File: config.mk
export PLATFORM = sky130hd
export DESIGN_NAME = regfile_wb_arbiter
export DESIGN_NICKNAME = d
export VERILOG_FILES = /design/src/rtl/regfile_wb_arbiter_pkg.sv /design/src/rtl/regfile_wb_fifo.sv /design/src/rtl/regfile_wb_arbiter.sv
export SDC_FILE = /design/constraint.sdc
export NUM_CORES = 1
export LEC_CHECK = 0
export BUFFER_PORTS_ARGS = -buffer_cell sky130_fd_sc_hd__buf_4
export CAP_MARGIN = 20
export CORE_ASPECT_RATIO = 1.5
export CORE_MARGIN = 3
export CORE_UTILIZATION = 40
export CTS_BUF_LIST = sky130_fd_sc_hd__clkbuf_4
export CTS_CLUSTER_DIAMETER = 80
export DETAILED_ROUTE_END_ITERATION = 10
export SYNTH_ARGS = -nofsm -noshare
export SYNTH_HDL_FRONTEND = slang
export SYNTH_SLANG_ARGS = --single-unit
File: constraint.sdc
create_clock -name clock -period 4.21 [get_ports clock]
set_input_delay 0.842 -clock clock [delete_from_list [all_inputs] [get_ports clock]]
set_output_delay 0.842 -clock clock [all_outputs]
set_load 0.02 [all_outputs]
File: src/rtl/regfile_wb_arbiter_pkg.sv
// Shared types and defaults for the register-file writeback arbiter.
// Tag/word widths match the core's register-file definitions.
package regfile_wb_arbiter_pkg;

    localparam int unsigned TAG_W           = 5;
    localparam int unsigned WORD_W          = 32;
    localparam int unsigned WB_FIFO_DEPTH   = 4;
    localparam int unsigned WB_STARVE_LIMIT = 8;

    typedef logic [TAG_W-1:0]  tag_t;
    typedef logic [WORD_W-1:0] word_t;

    typedef struct packed {
        tag_t  rd;
        word_t value;
        logic  live;
    } wb_entry_t;

    typedef enum logic [1:0] {
        SEL_NONE,
        SEL_A,
        SEL_HEAD
    } wb_sel_e;

endpackage

File: src/rtl/regfile_wb_fifo.sv
// Buffer for long-latency writeback results: {rd,value,live} entries with
// kill-by-tag and two live-entry tag-match outputs for hazard detection.
module regfile_wb_fifo
    import regfile_wb_arbiter_pkg::*;
#(
    parameter int unsigned DEPTH = WB_FIFO_DEPTH
) (
    input  logic                       clock,
    input  logic                       reset_n,
    input  logic                       push,
    input  wb_entry_t                  push_entry,
    input  logic                       pop,
    input  logic                       kill,
    input  tag_t                       kill_rd,
    input  tag_t                       match_rd_1,
    input  tag_t                       match_rd_2,
    output wb_entry_t                  head,
    output logic                       empty,
    output logic                       full,
    output logic [$clog2(DEPTH+1)-1:0] count,
    output logic                       match_1,
    output logic                       match_2
);

    localparam int unsigned PTR_W = $clog2(DEPTH);
    localparam int unsigned CNT_W = $clog2(DEPTH + 1);
    localparam logic [CNT_W-1:0] FULL_COUNT = CNT_W'(DEPTH);

    wb_entry_t        entries [DEPTH];
    logic [PTR_W-1:0] rd_ptr;
    logic [PTR_W-1:0] wr_ptr;

    // Popped slots have live cleared so matches never see stale entries.
    always_ff @(posedge clock or negedge reset_n) begin
        if (!reset_n) begin
            rd_ptr <= '0;
            wr_ptr <= '0;
            count  <= '0;
            for (int unsigned i = 0; i < DEPTH; i++) begin
                entries[i] <= '0;
            end
        end else begin
            if (kill) begin
                for (int unsigned i = 0; i < DEPTH; i++) begin
                    if (entries[i].rd == kill_rd) begin
                        entries[i].live <= 1'b0;
                    end
                end
            end
            if (pop) begin
                entries[rd_ptr].live <= 1'b0;
                rd_ptr               <= rd_ptr + 1'b1;
            end
            if (push) begin
                entries[wr_ptr] <= push_entry;
                wr_ptr          <= wr_ptr + 1'b1;
            end
            case ({push, pop})
                2'b10:   count <= count + 1'b1;
                2'b01:   count <= count - 1'b1;
                default: count <= count;
            endcase
        end
    end

    always_comb begin
        match_1 = 1'b0;
        match_2 = 1'b0;
        for (int unsigned i = 0; i < DEPTH; i++) begin
            if (entries[i].live && (entries[i].rd == match_rd_1)) match_1 = 1'b1;
            if (entries[i].live && (entries[i].rd == match_rd_2)) match_2 = 1'b1;
        end
    end

    assign head  = entries[rd_ptr];
    assign empty = (count == '0);
    assign full  = (count == FULL_COUNT);

endmodule

File: src/rtl/regfile_wb_arbiter.sv
// Arbitrates the single register-file write port between the main pipeline
// (fixed priority) and buffered long-latency results, with starvation relief.
module regfile_wb_arbiter
    import regfile_wb_arbiter_pkg::*;
#(
    parameter int unsigned DEPTH        = WB_FIFO_DEPTH,
    parameter int unsigned STARVE_LIMIT = WB_STARVE_LIMIT
) (
    input  logic                       clock,
    input  logic                       reset_n,
    input  logic                       a_valid,
    input  logic                       a_write_rd,
    input  tag_t                       a_rd,
    input  word_t                      a_value,
    input  logic                       b_valid,
    output logic                       b_ready,
    input  tag_t                       b_rd,
    input  word_t                      b_value,
    output logic                       stall_a,
    output logic                       wr_valid,
    output logic                       wr_write_rd,
    output tag_t                       wr_rd,
    output word_t                      wr_value,
    input  tag_t                       q_rs1,
    input  tag_t                       q_rs2,
    output logic                       q_rs1_pending,
    output logic                       q_rs2_pending,
    output logic [$clog2(DEPTH+1)-1:0] b_count
);

    localparam int unsigned SC_W = $clog2(STARVE_LIMIT + 1);
    localparam logic [SC_W-1:0] LIMIT_COUNT = SC_W'(STARVE_LIMIT);

    logic      a_write;
    logic      push;
    logic      pop;
    wb_entry_t push_entry;
    wb_entry_t head;
    logic      fifo_empty;
    logic      fifo_full;
    logic      match_1;
    logic      match_2;
    wb_sel_e   sel;
    logic [SC_W-1:0] starve_cnt;

    assign a_write = a_valid & a_write_rd & (a_rd != '0);
    assign b_ready = ~fifo_full;
    assign push    = b_valid & b_ready & (b_rd != '0);

    // B results are older than A, so a same-cycle A write to the same tag
    // makes the incoming entry obsolete before it is stored.
    assign push_entry = '{rd: b_rd, value: b_value, live: ~(a_write && (a_rd == b_rd))};

    always_comb begin
        sel = SEL_NONE;
        if (a_write) begin
            sel = SEL_A;
        end else if (!fifo_empty) begin
            sel = SEL_HEAD;
        end
    end

    assign pop = (sel == SEL_HEAD);

    regfile_wb_fifo #(
        .DEPTH(DEPTH)
    ) u_fifo (
        .clock      (clock),
        .reset_n    (reset_n),
        .push       (push),
        .push_entry (push_entry),
        .pop        (pop),
        .kill       (a_write),
        .kill_rd    (a_rd),
        .match_rd_1 (q_rs1),
        .match_rd_2 (q_rs2),
        .head       (head),
        .empty      (fifo_empty),
        .full       (fifo_full),
        .count      (b_count),
        .match_1    (match_1),
        .match_2    (match_2)
    );

    always_ff @(posedge clock or negedge reset_n) begin
        if (!reset_n) begin
            starve_cnt <= '0;
        end else if (pop) begin
            starve_cnt <= '0;
        end else if (!fifo_empty && head.live && (starve_cnt != LIMIT_COUNT)) begin
            starve_cnt <= starve_cnt + 1'b1;
        end
    end

    assign stall_a = (starve_cnt == LIMIT_COUNT);

    always_ff @(posedge clock or negedge reset_n) begin
        if (!reset_n) begin
            wr_valid    <= 1'b0;
            wr_write_rd <= 1'b0;
            wr_rd       <= '0;
            wr_value    <= '0;
        end else begin
            wr_valid    <= 1'b0;
            wr_write_rd <= 1'b0;
            wr_rd       <= '0;
            wr_value    <= '0;
            case (sel)
                SEL_A: begin
                    wr_valid    <= 1'b1;
                    wr_write_rd <= 1'b1;
                    wr_rd       <= a_rd;
                    wr_value    <= a_value;
                end
                SEL_HEAD: begin
                    if (head.live) begin
                        wr_valid    <= 1'b1;
                        wr_write_rd <= 1'b1;
                        wr_rd       <= head.rd;
                        wr_value    <= head.value;
                    end
                end
                default: ;
            endcase
        end
    end

    assign q_rs1_pending = (q_rs1 != '0) & (match_1 | (wr_write_rd & (wr_rd == q_rs1)));
    assign q_rs2_pending = (q_rs2 != '0) & (match_2 | (wr_write_rd & (wr_rd == q_rs2)));

    a_valid_during_stall: assert property (@(posedge clock) disable iff (!reset_n)
        stall_a |-> !a_valid);

endmodule

==> run_results.csv <==
group,metric,value,unit
logic_synthesis,synthArstFlopShare,100,%
logic_synthesis,synthCells,663,
sta,relSlewSlack,38.6,%
drt,viasPerCell,5.23,
logic_synthesis,ys_top_cells_by_count,"dfrtp_1 (201), mux2_2 (91), xor2_1 (58)",
drt,vias,6043,
clock_network,clk_path_buf_depth,3,
sta,timing.final.crit_share,75.6,%
logic_synthesis,synth_top_family_by_area,"multiplexers",
cells_and_area,synthToLayoutAreaGrowth,17.2,%
cells_and_area,nFillCells,2201,
setup_path,path_class,"reg2out",
clock_network,clock_latency,660,ps
logic_synthesis,synth_xor_area_share,7.36,%
setup_path,cp_max_fo,5,
cells_and_area,layout-drive-gt1-share,49.9,%
drt,drcViolationCount,0,
power,p_total,0.00895,W
job,maxCapViolCount,0,
logic_synthesis,ys_types,40,
drt,wire_per_inst,21.7,um
logic_synthesis,synth-main-ff-cell,"dfrtp_1",
clock_network,cts_sinks,201,
logic_synthesis,synthesis.area,9880,um2
clock_network,cts_setup_buffers,0,
power,ir_drop,323,uV
power,p_per_area,773,nW/um2
sta,slew_violations,0,
placed_design,placedCellCount,1075,
power,power_leakage,5.25,nW
sta,worst_pin_slew,921,ps
clock_network,htree_levels,2,
grt,grt_usage,19.2,%
die,die-area,26700,um2
drt,detail-route-antenna-nets,0,
drt,drtPass1Iterations,4,
sta,clock-skew-final,27.0,ps
cells_and_area,fin_nets,910,
drt,highest_layer,"met4",
die,num_rows,69,
logic_synthesis,avgSynthCellArea,14.9,um2
min_path,hold_class,"in2async",
setup_path,worst_setup_path_start_kind,"flip-flop",
sta,setup_viol,0,
placed_design,gp_congestion,0.889,
clock_network,cts.repair.resized,0,
grt,antenna_found_initial,1,
logic_synthesis,synth-compound-area-share,4.20,%
drt,dr_wl_met2,14000,um
drt,wl_met3,1110,um
logic_synthesis,synth-seq-cells,201,
drt,drt-initial-drc-count,223,
status,status,"finished clean",
clock_network,clk_pin_slew,60,ps
sta,finalSetupTns,0,ps
die,start_util,41.2,%
placed_design,dp_hpwl,16600,um
logic_synthesis,synth_area_leaders,"dfrtp_1 (51%), mux2_2 (10%), mux2_4 (8.7%)",
logic_synthesis,synth_top_area_share,50.9,%
die,ios,135,
clock_network,cts_tree,"built",
die,die_width,134,um
drt,met1_length,9380,um
placed_design,placement.io_buffers,134,
die,die_h,199,um
setup_path,end_kind,"primary output",
clock_network,numCtsBuffers,51,
drt,drt_wl_total,25100,um
die,core,24000,um2
clock_network,cts-root-buf,"clkbuf_4",
grt,grt_pass1_wl,39100,um
logic_synthesis,yosysWarnings,0,
logic_synthesis,synth_edf_count,0,
setup_path,arrival,2340,ps
logic_synthesis,synth_area_leader_cell,"dfrtp_1",
grt,grt_max_degree,112,
sta,max_freq,314,MHz
sta,rsz0062_at_grt,"false",
logic_synthesis,synth_fp_nets,764,
grt,grt_overflow,0,
cells_and_area,finalNonFillerCells,1156,
grt,grt_pass1_vias,6962,
logic_synthesis,synth_mux_area_share,28.1,%
logic_synthesis,synth_adder_area_share,1.60,%
setup_path,worst_ep_required_time,3370,ps
logic_synthesis,synth-simple-area-share,3.72,%
sta,layout_min_cycle_time,3180,ps
logic_synthesis,yosysMostFrequentCell,"dfrtp_1",
logic_synthesis,yosysSeqAreaShare,50.9,%
clock_network,cts_hold_buf,0,
sta,hold_viol,0,
worst max-delay path, cell delays in order, from the launching register on:
cell and delay, ps:
dfrtp_1 470, xor2_1 200, nor4_1 460, nand3_1 150, nand3_1 130, o22a_1 150
buf_4 130
where the power goes:
group / total (W) / internal, W / switching [W]
combinational: 0.00386 / 0.00219 / 0.00167
sequential: 0.00355 / 0.00287 / 0.000681
clock: 0.00154 / 0.000791 / 0.000750
cells in the final DEF, fill, tap and decap left out, drive strengths merged, types with 4 or more instances in the layout:
| cell | Yosys | routed |
|---|---|---|
| o21ai | 4 | 4 |
| xor2 | 58 | 58 |
| ha | 11 | 11 |
| mux2 | 148 | 148 |
| a22o | 37 | 37 |
| buf | 27 | 143 |
| mux4 | 38 | 38 |
| mux2i | 4 | 4 |
| clkbuf | 24 | 75 |
| dfrtp | 201 | 201 |
| and2 | 6 | 6 |
| nand2 | 10 | 10 |
| nand3 | 19 | 19 |
| inv | 10 | 13 |
| nor2 | 6 | 6 |
| nand4 | 4 | 4 |
| nor4 | 12 | 12 |
| xnor2 | 25 | 25 |
flip-flops by register name (all words and copies together), names as in the netlist:
name and flops:
wr_rd 5, u_fifo.entries 152, wr_write_rd 1, u_fifo.wr_ptr 2, starve_cnt 4, u_fifo.rd_ptr 2
wr_value 32, u_fifo.count 3
per-layer routing:
layer  vias up  global-route usage, %
li1       2697                      -
met3        37                   3.72
met4         0                   7.02
met5         -                      0
met1      3152                   21.5
met2       157                   35.8
path summary, 6_finish.rpt:
| kind | startpoint | endpoint | slack [ps] | cells past startpoint |
|---|---|---|---|---|
| hold / removal | reset_n | wr_value[28] | 280 | 1 |
| setup / recovery | u_fifo.entries[148] | q_rs2_pending | 1030 | 6 |
| setup reg to reg | u_fifo.count[0] | u_fifo.entries[138] | 1660 | 5 |
| min in group clock | a_value[20] | wr_value[20] | 400 | 2 |
| hold reg to reg | u_fifo.entries[70] | u_fifo.entries[70] | 500 | 1 |
| max in group asynchronous | reset_n | u_fifo.entries[14] | 2970 | 2 |
layout make-up:
class	count	area, um2	share of cell area (%)
Antenna cell	1	2.50	0.0216
Clock buffer	74	556	4.79
Clock inverter	6	22.5	0.194
Inverter	10	37.5	0.324
Multi-Input combinational cell	401	4450	38.4
Sequential cell	201	5030	43.5
Tap cell	319	399	3.44
Timing Repair Buffer	144	1090	9.38
through the flow:
stage	hold WS [ps]	instance area [um2]	utilization (%)	setup WS [ps]
5_1_grt	280	11600	48.3	920
2_1_floorplan	475	9880	-	1050
3_3_place_gp	483	11000	45.9	917
3_5_place_dp	492	11000	45.9	906
4_1_cts	284	11600	48.3	966
6_report	280	11600	48.3	1030
cells by family after synthesis:
kind of cell / Yosys count
DFF: 201
muxes: 190
xor gates and xnor gates: 83
and+or+nand+nor: 67
buffers and inverters: 61
AOI/OAI and AO/OA: 49
adders and majority gates: 12
No activity file was read; power rests on OpenSTA's default activity.
